`src/rtl/accelerator_dnc_pkg.sv`:
```
// Shared types and constants for the DNC memory datapath blocks.
// Holds the scalar-unit arbiter FSM encoding and common control words.
package accelerator_dnc_pkg;

  typedef enum logic [1:0] {
    ST_IDLE    = 2'd0,
    ST_WAIT    = 2'd1,
    ST_RELEASE = 2'd2
  } arb_state_e;

  localparam logic [63:0] ZERO_DATA    = 64'd0;
  localparam logic [63:0] ZERO_CONTROL = 64'd0;
  localparam logic [63:0] ONE_CONTROL  = 64'd1;

endpackage

```
`src/rtl/accelerator_round_robin_picker.sv`:
```
// Combinational round-robin selector: first set request at or above ptr_i,
// wrapping. Ports: req_i (requests), ptr_i (start index), valid_o, idx_o.
module accelerator_round_robin_picker
  import accelerator_dnc_pkg::*;
#(
  parameter int REQUESTERS = 4,
  parameter int IDX_W      = $clog2(REQUESTERS)
) (
  input  logic [REQUESTERS-1:0] req_i,
  input  logic [IDX_W-1:0]      ptr_i,
  output logic                  valid_o,
  output logic [IDX_W-1:0]      idx_o
);

  int c;

  // Walk offsets from farthest to nearest so the nearest hit wins.
  always_comb begin
    valid_o = 1'b0;
    idx_o   = '0;
    c       = 0;
    for (int k = REQUESTERS - 1; k >= 0; k--) begin
      c = int'(ptr_i) + k;
      if (c >= REQUESTERS) c = c - REQUESTERS;
      if (req_i[c]) begin
        valid_o = 1'b1;
        idx_o   = c[IDX_W-1:0];
      end
    end
  end

endmodule

```
`src/rtl/accelerator_scalar_float_arbiter.sv`:
```
// Round-robin arbiter sharing one scalar FP unit among START/READY requesters.
// Ports: per-requester START/OPERATION/DATA_A/DATA_B in, READY_OUT/DATA_OUT
// out; GRANT/BUSY status; UNIT_* drives and observes the shared unit.
module accelerator_scalar_float_arbiter
  import accelerator_dnc_pkg::*;
#(
  parameter int DATA_SIZE    = 64,
  parameter int CONTROL_SIZE = 64,
  parameter int REQUESTERS   = 4
) (
  input  logic                            CLK,
  input  logic                            RST,
  input  logic [REQUESTERS-1:0]           START_IN,
  input  logic [REQUESTERS-1:0]           OPERATION_IN,
  input  logic [REQUESTERS*DATA_SIZE-1:0] DATA_A_IN,
  input  logic [REQUESTERS*DATA_SIZE-1:0] DATA_B_IN,
  output logic [REQUESTERS-1:0]           READY_OUT,
  output logic [DATA_SIZE-1:0]            DATA_OUT,
  output logic [$clog2(REQUESTERS)-1:0]   GRANT,
  output logic                            BUSY,
  output logic                            UNIT_START,
  input  logic                            UNIT_READY,
  output logic                            UNIT_OPERATION,
  output logic [DATA_SIZE-1:0]            UNIT_DATA_A,
  output logic [DATA_SIZE-1:0]            UNIT_DATA_B,
  input  logic [DATA_SIZE-1:0]            UNIT_DATA_OUT
);

  localparam int IDX_W = $clog2(REQUESTERS);

  if (REQUESTERS < 2 || REQUESTERS > 16 || CONTROL_SIZE < 1) begin : g_bad_cfg
    $error("accelerator_scalar_float_arbiter: bad parameters");
  end

  arb_state_e            state_q, state_d;
  logic [IDX_W-1:0]      ptr_q, ptr_d;
  logic [IDX_W-1:0]      grant_q, grant_d;
  logic                  busy_q, busy_d;
  logic                  ustart_q, ustart_d;
  logic                  uop_q, uop_d;
  logic [DATA_SIZE-1:0]  ua_q, ua_d;
  logic [DATA_SIZE-1:0]  ub_q, ub_d;
  logic [REQUESTERS-1:0] ready_q, ready_d;
  logic [DATA_SIZE-1:0]  dout_q, dout_d;

  logic                  pick_valid;
  logic [IDX_W-1:0]      pick_idx;

  accelerator_round_robin_picker #(
    .REQUESTERS(REQUESTERS),
    .IDX_W     (IDX_W)
  ) u_picker (
    .req_i  (START_IN),
    .ptr_i  (ptr_q),
    .valid_o(pick_valid),
    .idx_o  (pick_idx)
  );

  always_ff @(posedge CLK or posedge RST) begin
    if (RST) begin
      state_q  <= ST_IDLE;
      ptr_q    <= '0;
      grant_q  <= '0;
      busy_q   <= 1'b0;
      ustart_q <= 1'b0;
      uop_q    <= 1'b0;
      ua_q     <= DATA_SIZE'(ZERO_DATA);
      ub_q     <= DATA_SIZE'(ZERO_DATA);
      ready_q  <= '0;
      dout_q   <= DATA_SIZE'(ZERO_DATA);
    end else begin
      state_q  <= state_d;
      ptr_q    <= ptr_d;
      grant_q  <= grant_d;
      busy_q   <= busy_d;
      ustart_q <= ustart_d;
      uop_q    <= uop_d;
      ua_q     <= ua_d;
      ub_q     <= ub_d;
      ready_q  <= ready_d;
      dout_q   <= dout_d;
    end
  end

  always_comb begin
    state_d  = state_q;
    ptr_d    = ptr_q;
    grant_d  = grant_q;
    busy_d   = busy_q;
    ustart_d = ustart_q;
    uop_d    = uop_q;
    ua_d     = ua_q;
    ub_d     = ub_q;
    ready_d  = ready_q;
    dout_d   = dout_q;
    unique case (state_q)
      ST_IDLE: begin
        if (pick_valid) begin
          grant_d  = pick_idx;
          busy_d   = 1'b1;
          ustart_d = 1'b1;
          uop_d    = OPERATION_IN[pick_idx];
          ua_d     = DATA_A_IN[pick_idx*DATA_SIZE +: DATA_SIZE];
          ub_d     = DATA_B_IN[pick_idx*DATA_SIZE +: DATA_SIZE];
          state_d  = ST_WAIT;
        end
      end
      ST_WAIT: begin
        ustart_d = 1'b0;
        if (UNIT_READY) begin
          dout_d  = UNIT_DATA_OUT;
          ready_d = {{(REQUESTERS-1){1'b0}}, 1'b1} << grant_q;
          // Advance past the grantee so it cannot win twice in a row.
          if (grant_q == IDX_W'(REQUESTERS - 1)) ptr_d = '0;
          else ptr_d = grant_q + 1'b1;
          state_d = ST_RELEASE;
        end
      end
      // One dead cycle lets the grantee drop START_IN before re-arbitration.
      ST_RELEASE: begin
        ready_d = '0;
        busy_d  = 1'b0;
        state_d = ST_IDLE;
      end
      default: state_d = ST_IDLE;
    endcase
  end

  assign READY_OUT      = ready_q;
  assign DATA_OUT       = dout_q;
  assign GRANT          = grant_q;
  assign BUSY           = busy_q;
  assign UNIT_START     = ustart_q;
  assign UNIT_OPERATION = uop_q;
  assign UNIT_DATA_A    = ua_q;
  assign UNIT_DATA_B    = ub_q;

endmodule

```
`config.mk`:
```
export PLATFORM = sky130hd
export DESIGN_NAME = accelerator_scalar_float_arbiter
export DESIGN_NICKNAME = d
export VERILOG_FILES = /design/src/rtl/accelerator_dnc_pkg.sv /design/src/rtl/accelerator_round_robin_picker.sv /design/src/rtl/accelerator_scalar_float_arbiter.sv
export SDC_FILE = /design/constraint.sdc
export NUM_CORES = 1
export LEC_CHECK = 0
export CELL_PAD_IN_SITES_DETAIL_PLACEMENT = 0
export CELL_PAD_IN_SITES_GLOBAL_PLACEMENT = 1
export CORE_AREA = 2 2 310 312
export CTS_CLUSTER_DIAMETER = 40
export DETAILED_ROUTE_END_ITERATION = 7
export DIE_AREA = 0 0 312 314
export DONT_BUFFER_PORTS = 1
export PLACE_DENSITY = 0.35
export SLEW_MARGIN = 20
export SYNTH_ARGS = -nofsm -noshare
export SYNTH_HDL_FRONTEND = slang
export SYNTH_SLANG_ARGS = --single-unit
```
`constraint.sdc`:
```
create_clock -name CLK -period 7.2 [get_ports CLK]
set_input_delay 1.8 -clock CLK [delete_from_list [all_inputs] [get_ports CLK]]
set_output_delay 1.8 -clock CLK [all_outputs]
set_load 0.02 [all_outputs]
```
==> run metrics, run 1 <==
area grow syn2layout=27.37%; post-DR wirelength/cell=19.99 um; RR Startpoint=ptr_q[0]$_DFFE_PP0P_; total die area=97970 um2; status=completed; Overflow after GRT=0; area leader, netlist=dfrtp_1; Synth Instances=1062; RD Place Congestion=0.8008; Hold Crit Depth=2; synthesized area=11100 um2; CP required=7.61 ns; final net count=1635; input/output buffers=0; R2R depth=8; Leakage=0.006454 uW; clock root cell=clkbuf_16; global-route wire length before repair=65650 um; Seq/Total Area, Yosys=46.21%; via count=8651; drt drc=0; crit path time final=4.439 ns; max_cap viols=0; setup TNS=0 ns; peak supply drop=0.2133 mV; clk_skew=0.01748 ns; final hold violation count=0; Synth area leaders=dfrtp_1 (46%), mux2i_1 (23%), nand2_1 (11%); cts bufs inserted=53; Finished Core Util=14.97%; Reg clk slew, reported paths=0.04 ns; worst skew pair latency=0.59 ns; number of global-route vias before repair=9296; DP Wirelength=34890 um; setup repair after global routing missed its margin=false; setup violators final=0; post-synthesis xor/xnor area fraction=0%; count of different cell masters after synthesis=29; post_cts resized=0; Synth Area in Compound Gates=12.36%; proportion of synthesized area in mux cells=23.26%; Main synth FF type=dfrtp_1; Chip Height=314 um; Slew @ Worst Pin=1.361 ns; Post-Syn Area per Cell=10.45 um2; drt pass-1 iters=5; largest family of logic cells by synthesized area=multiplexers; top cell type's share of synthesized area=46.21%; TritonCTS clock tree=done; kind of critical path=in -> reg; synthesized net count=1653; Syn. warnings=0; CTS Sinks=205; core area=94450 um2; Setup Fix Bufs, Post-CTS=0; sequential cell area=5130 um2; Horiz. Die Dim=312 um; WL final=46970 um; worst-case clock buffer depth=3; FMAX=225.3 MHz; Hold Crit Start=ptr_q[0]$_DFFE_PP0P_; FF+latch count, synth=205; Hold WC Path Type=reg -> reg; Routed Antenna Nets=0; final cycle utilization of the critical path=61.65%; Slew HR=9.244%; vias per cell=3.681; share of cells above drive strength 1=12.01%; area of the multi-input gates=5399 um2; 1st-iter DRT viols=413; initial antenna violation count=8; post-synthesis simple-gate area fraction=12.20%; crit end category=flop; crit path max fanout=145; total global routing track utilization=8.997%; Startpoint Class=input pin; io pins=788; Synth Area in Adders=0.4509%; Pwr Density=533.8 nW/um2; FILL cells=10710; largest net degree at the start of global routing=146; Post-synth EDFFs=0; crit path from=START_IN[0]; Slew Viols, Final=0; CTS H-Tree Depth=2; Initial Util=11.75%; fraction of registers with async set/reset=100.0%; FP Rows=113; CTS Hold Buffers Added=0; critical path arrival=4.84 ns
flip-flops by register name, summed over array words and instances (netlist names), 2 cells and up:
name,flops
ptr_q,2
READY_OUT,4
GRANT,2
UNIT_DATA_A,64
state_q,2
DATA_OUT,64
UNIT_DATA_B,64
cells in the mapped netlist, types with 2 or more instances:
cell type,instances
o221ai_1,110
inv_1,7
buf_2,15
mux2i_1,258
and3_1,4
dfrtp_1,205
nor2b_1,2
a21oi_1,9
nor2_1,5
buf_4,2
o21ai_0,5
ha_1,4
nand2_1,332
o221ai_2,20
clkbuf_1,40
o21ai_1,2
buf_6,30
cell usage in the layout (no fill, tap or decap), types with 5 or more instances in the layout:
master	synthesis	final
inv_1	7	5
clkinv_2	0	8
dfrtp_1	205	205
a21oi_1	9	9
bufinv_16	0	6
clkbuf_16	0	55
clkbuf_8	0	12
clkbuf_1	40	8
buf_4	2	11
nor2_1	5	5
mux2i_1	258	258
o221ai_1	110	109
nand2_1	332	330
o221ai_2	20	20
o21ai_0	5	5
logic make-up (layout without fill, tap and decap cells):
kind of cell,Yosys count,count (layout)
DFF,205,205
AOI/OAI and AO/OA,150,150
other,0,3
buffers and inverters,96,116
and+or+nand+nor,349,349
muxes,258,258
adders and majority gates,4,4
metrics by stage:
stage | setup slack [ns] | total power [uW] | cell area [um2] | std cells | hold WS (ns)
after floorplan | 2.742 | 4541 | 11100 | 1062 | 0.4862
after global placement | 2.525 | 5177 | 12310 | 2254 | 0.5297
after detailed placement | 2.427 | 5182 | 12310 | 2254 | 0.5399
after CTS | 3.032 | 7709 | 14130 | 2347 | 0.5491
after global routing | 2.799 | 8017 | 14140 | 2350 | 0.5745
final | 2.761 | 7548 | 14140 | 2350 | 0.5408
layout make-up:
cell class,instances,area share (%)
multi-input cells,761,38.19
flip-flops and latches,205,36.28
well taps,1265,11.19
clock buffers,75,11.12
clock inverters,18,1.779
repair buffers,15,1.150
inverters,8,0.2389
diodes,3,0.05310
worst paths after layout:
path                                                to  slack [ns]
min in group asynchronous     DATA_OUT[18]$_DFFE_PP0P_        1.18
setup / recovery           UNIT_DATA_B[20]$_DFFE_PP0P_        2.76
setup reg to reg           UNIT_DATA_B[20]$_DFFE_PP0P_        3.48
max in group asynchronous  UNIT_DATA_B[56]$_DFFE_PP0P_        4.85
hold reg to reg                   ptr_q[0]$_DFFE_PP0P_        0.54
hold / removal                    ptr_q[0]$_DFFE_PP0P_        0.54
routing by layer:
metal	part of all wire [%]	vias up	GRT usage, %
li1	-	3814	-
met1	37	4204	9.901
met2	50	518	15.15
met3	9.4	105	3.524
met4	3.9	10	4.371
met5	0.12	-	0
worst max-delay path, stage by stage:
cell      delay (ns)
and2b_1         0.12
a21oi_1         0.07
o221ai_4        0.17
buf_4           0.54
buf_12          0.53
buf_4           0.57
mux2i_1         0.30
o221ai_1        0.17
report_power, final:
part | internal (uW) | switching, uW | total, uW | leakage, uW
registers | 1720 | 1200 | 2920 | 0.00253
logic | 884 | 1310 | 2190 | 0.00303
clock network | 1700 | 738 | 2440 | 0.000895
total | 4300 | 3240 | 7550 | 0.00645
Power figures use the tool's default switching activity.
==> inputs of run 2 (changes only) <==
- CORE_AREA: 2 2 310 312 -> 2 2 304 306
- DIE_AREA: 0 0 312 314 -> 0 0 306 308
- clock period: 7.2 -> 4.5 ns (I/O delays scaled with it)
==> run 2 against run 1 <==
  * Flip-flop and latch count unchanged
  * Utilization is 0.85 points higher
  * Sequential share of layout area shrank 0.64 points
  * Global-route usage up 0.83 points
  * Die area is 3.8% lower
  * Design area rose by 1.8%
  * Hold slack worse by 0.090 ns
  * Critical endpoint is now UNIT_DATA_B[25]$_DFFE_PP0P_
  * Largest cell class unchanged
==> run metrics, run 2 (synthesized netlist as in run 1, its figures left out) <==
reg2reg setup slack=1.45 ns; clock group share of total power=34.2%; crit path max fanout=109; largest net degree at the start of global routing=155; final net count=1648; setup TNS=0 ns; Slew Viols, Final=0; 1st-iter DRT viols=465; NetSw=5358 uW; Slew @ Worst Pin=0.8860 ns; FP Rows=111; Chip Height=308 um; global-route wire length before repair=67790 um; Slew HR=40.93%; drt drc=0; via count=8628; max_cap viols=0; Hold WC Path Type=in -> async; Initial Util=12.20%; Pwr Density=877.7 nW/um2; CTS H-Tree Depth=2; TritonCTS clock tree=done; critical path arrival=3.52 ns; drt pass-1 iters=4; Reg power frac=37.1%; worst skew pair latency=0.62 ns; Final Non-Filler Cells=2291; RD Place Congestion=0.7584; R2R Path End=UNIT_DATA_B[25]$_DFFE_PP0P_; CP required=4.95 ns; initial antenna violation count=3; Horiz. Die Dim=306 um; clock root cell=clkbuf_16; status=completed; vias per cell=3.766; total die area=94250 um2; crit end category=flop; Routed Antenna Nets=0; final cycle utilization of the critical path=68.23%; Combinational Power Share=28.7%; FMAX=325.7 MHz; Reg clk slew, reported paths=0.05 ns; Startpoint Class=input pin; input/output buffers=0; kind of critical path=in -> reg; total global routing track utilization=9.827%; most frequent cells in the layout=nand2_1 (330), mux2i_1 (258), dfrtp_1 (205); CTS Sinks=205; cts bufs inserted=54; WL final=48880 um; switching share of power=42.42%; Int Power=7273 uW; dpl cells=2186; commonest non-fill, non-tap cell in the layout=nand2_1; worst-case clock buffer depth=3; R2R depth=8; Leakage=0.006616 uW; RR Startpoint=ptr_q[0]$_DFFE_PP0P_; Setup Fix Bufs, Post-CTS=0; peak supply drop=0.2795 mV; crit path time final=3.070 ns; post_cts resized=0; final hold violation count=0; post-DR wirelength/cell=21.34 um; Overflow after GRT=0; setup repair after global routing missed its margin=false; share of cells above drive strength 1=13.64%; DP Wirelength=36580 um; number of global-route vias before repair=9428; io pins=788; CTS Hold Buffers Added=0; core area=90970 um2; clk_skew=0.03254 ns; area grow syn2layout=29.64%; setup violators final=0
==> run 2: power groups by stage <==
stage / Sequential, uW / Clock, uW / Combinational (uW)
final: 4690 / 4320 / 3620
after global routing: 4810 / 4550 / 4060
after CTS: 4730 / 4430 / 3710
after detailed placement: 4730 / 0 / 3720
after global placement: 4790 / 0 / 3640
after floorplan: 4290 / 0 / 2970
==> run 2: layout make-up <==
class	instances	area, um2
clock buffers	70	1523
inverters	8	33.78
repair buffers	27	322.8
flip-flops and latches	205	5130
clock inverters	29	486.7
fillers	10080	76580
diodes	5	12.51
well taps	1186	1484
multi-input cells	761	5399
==> run 2: worst max-delay path by stage <==
stage	from	endpoint	slack, ns	cells past startpoint
floorplan	RST	BUSY$_DFFE_PP0P_	0.72	1
finish	START_IN[0]	UNIT_DATA_B[25]$_DFFE_PP0P_	1.43	8
detailed placement	START_IN[0]	UNIT_DATA_B[40]$_DFFE_PP0P_	1.11	7
global route	ptr_q[0]$_DFFE_PP0P_	UNIT_DATA_B[22]$_DFFE_PP0P_	1.28	8
global placement	START_IN[0]	UNIT_DATA_B[40]$_DFFE_PP0P_	1.19	7
CTS	ptr_q[0]$_DFFE_PP0P_	UNIT_DATA_A[4]$_DFFE_PP0P_	1.73	7
==> run 2: critical path: stages <==
cell and delay [ns]:
and2b_1 0.12, a21oi_1 0.07, o221ai_4 0.21, buf_12 0.31, buf_16 0.49, buf_12 0.44, mux2i_1 0.31, o221ai_2 0.13
==> run 2: routing by layer <==
layer	share of wire, %	global-route usage, %
met5	0	0
met4	3.3	4.456
met3	8.6	3.484
met2	52	17.16
met1	36	10.65
==> run 2: through the flow <==
| step | setup WS (ns) | hold WS [ns] | instance area (um2) | total power, uW | utilization [%] |
|---|---|---|---|---|---|
| after floorplan | 0.7167 | 0.4862 | 11100 | 7265 | - |
| after global placement | 1.185 | 0.5352 | 12340 | 8427 | 13.57 |
| after detailed placement | 1.105 | 0.5440 | 12340 | 8451 | 13.57 |
| after CTS | 1.728 | 0.4281 | 14350 | 12860 | 15.78 |
| after global routing | 1.277 | 0.4404 | 14380 | 13420 | 15.81 |
| final | 1.430 | 0.4512 | 14390 | 12630 | 15.82 |
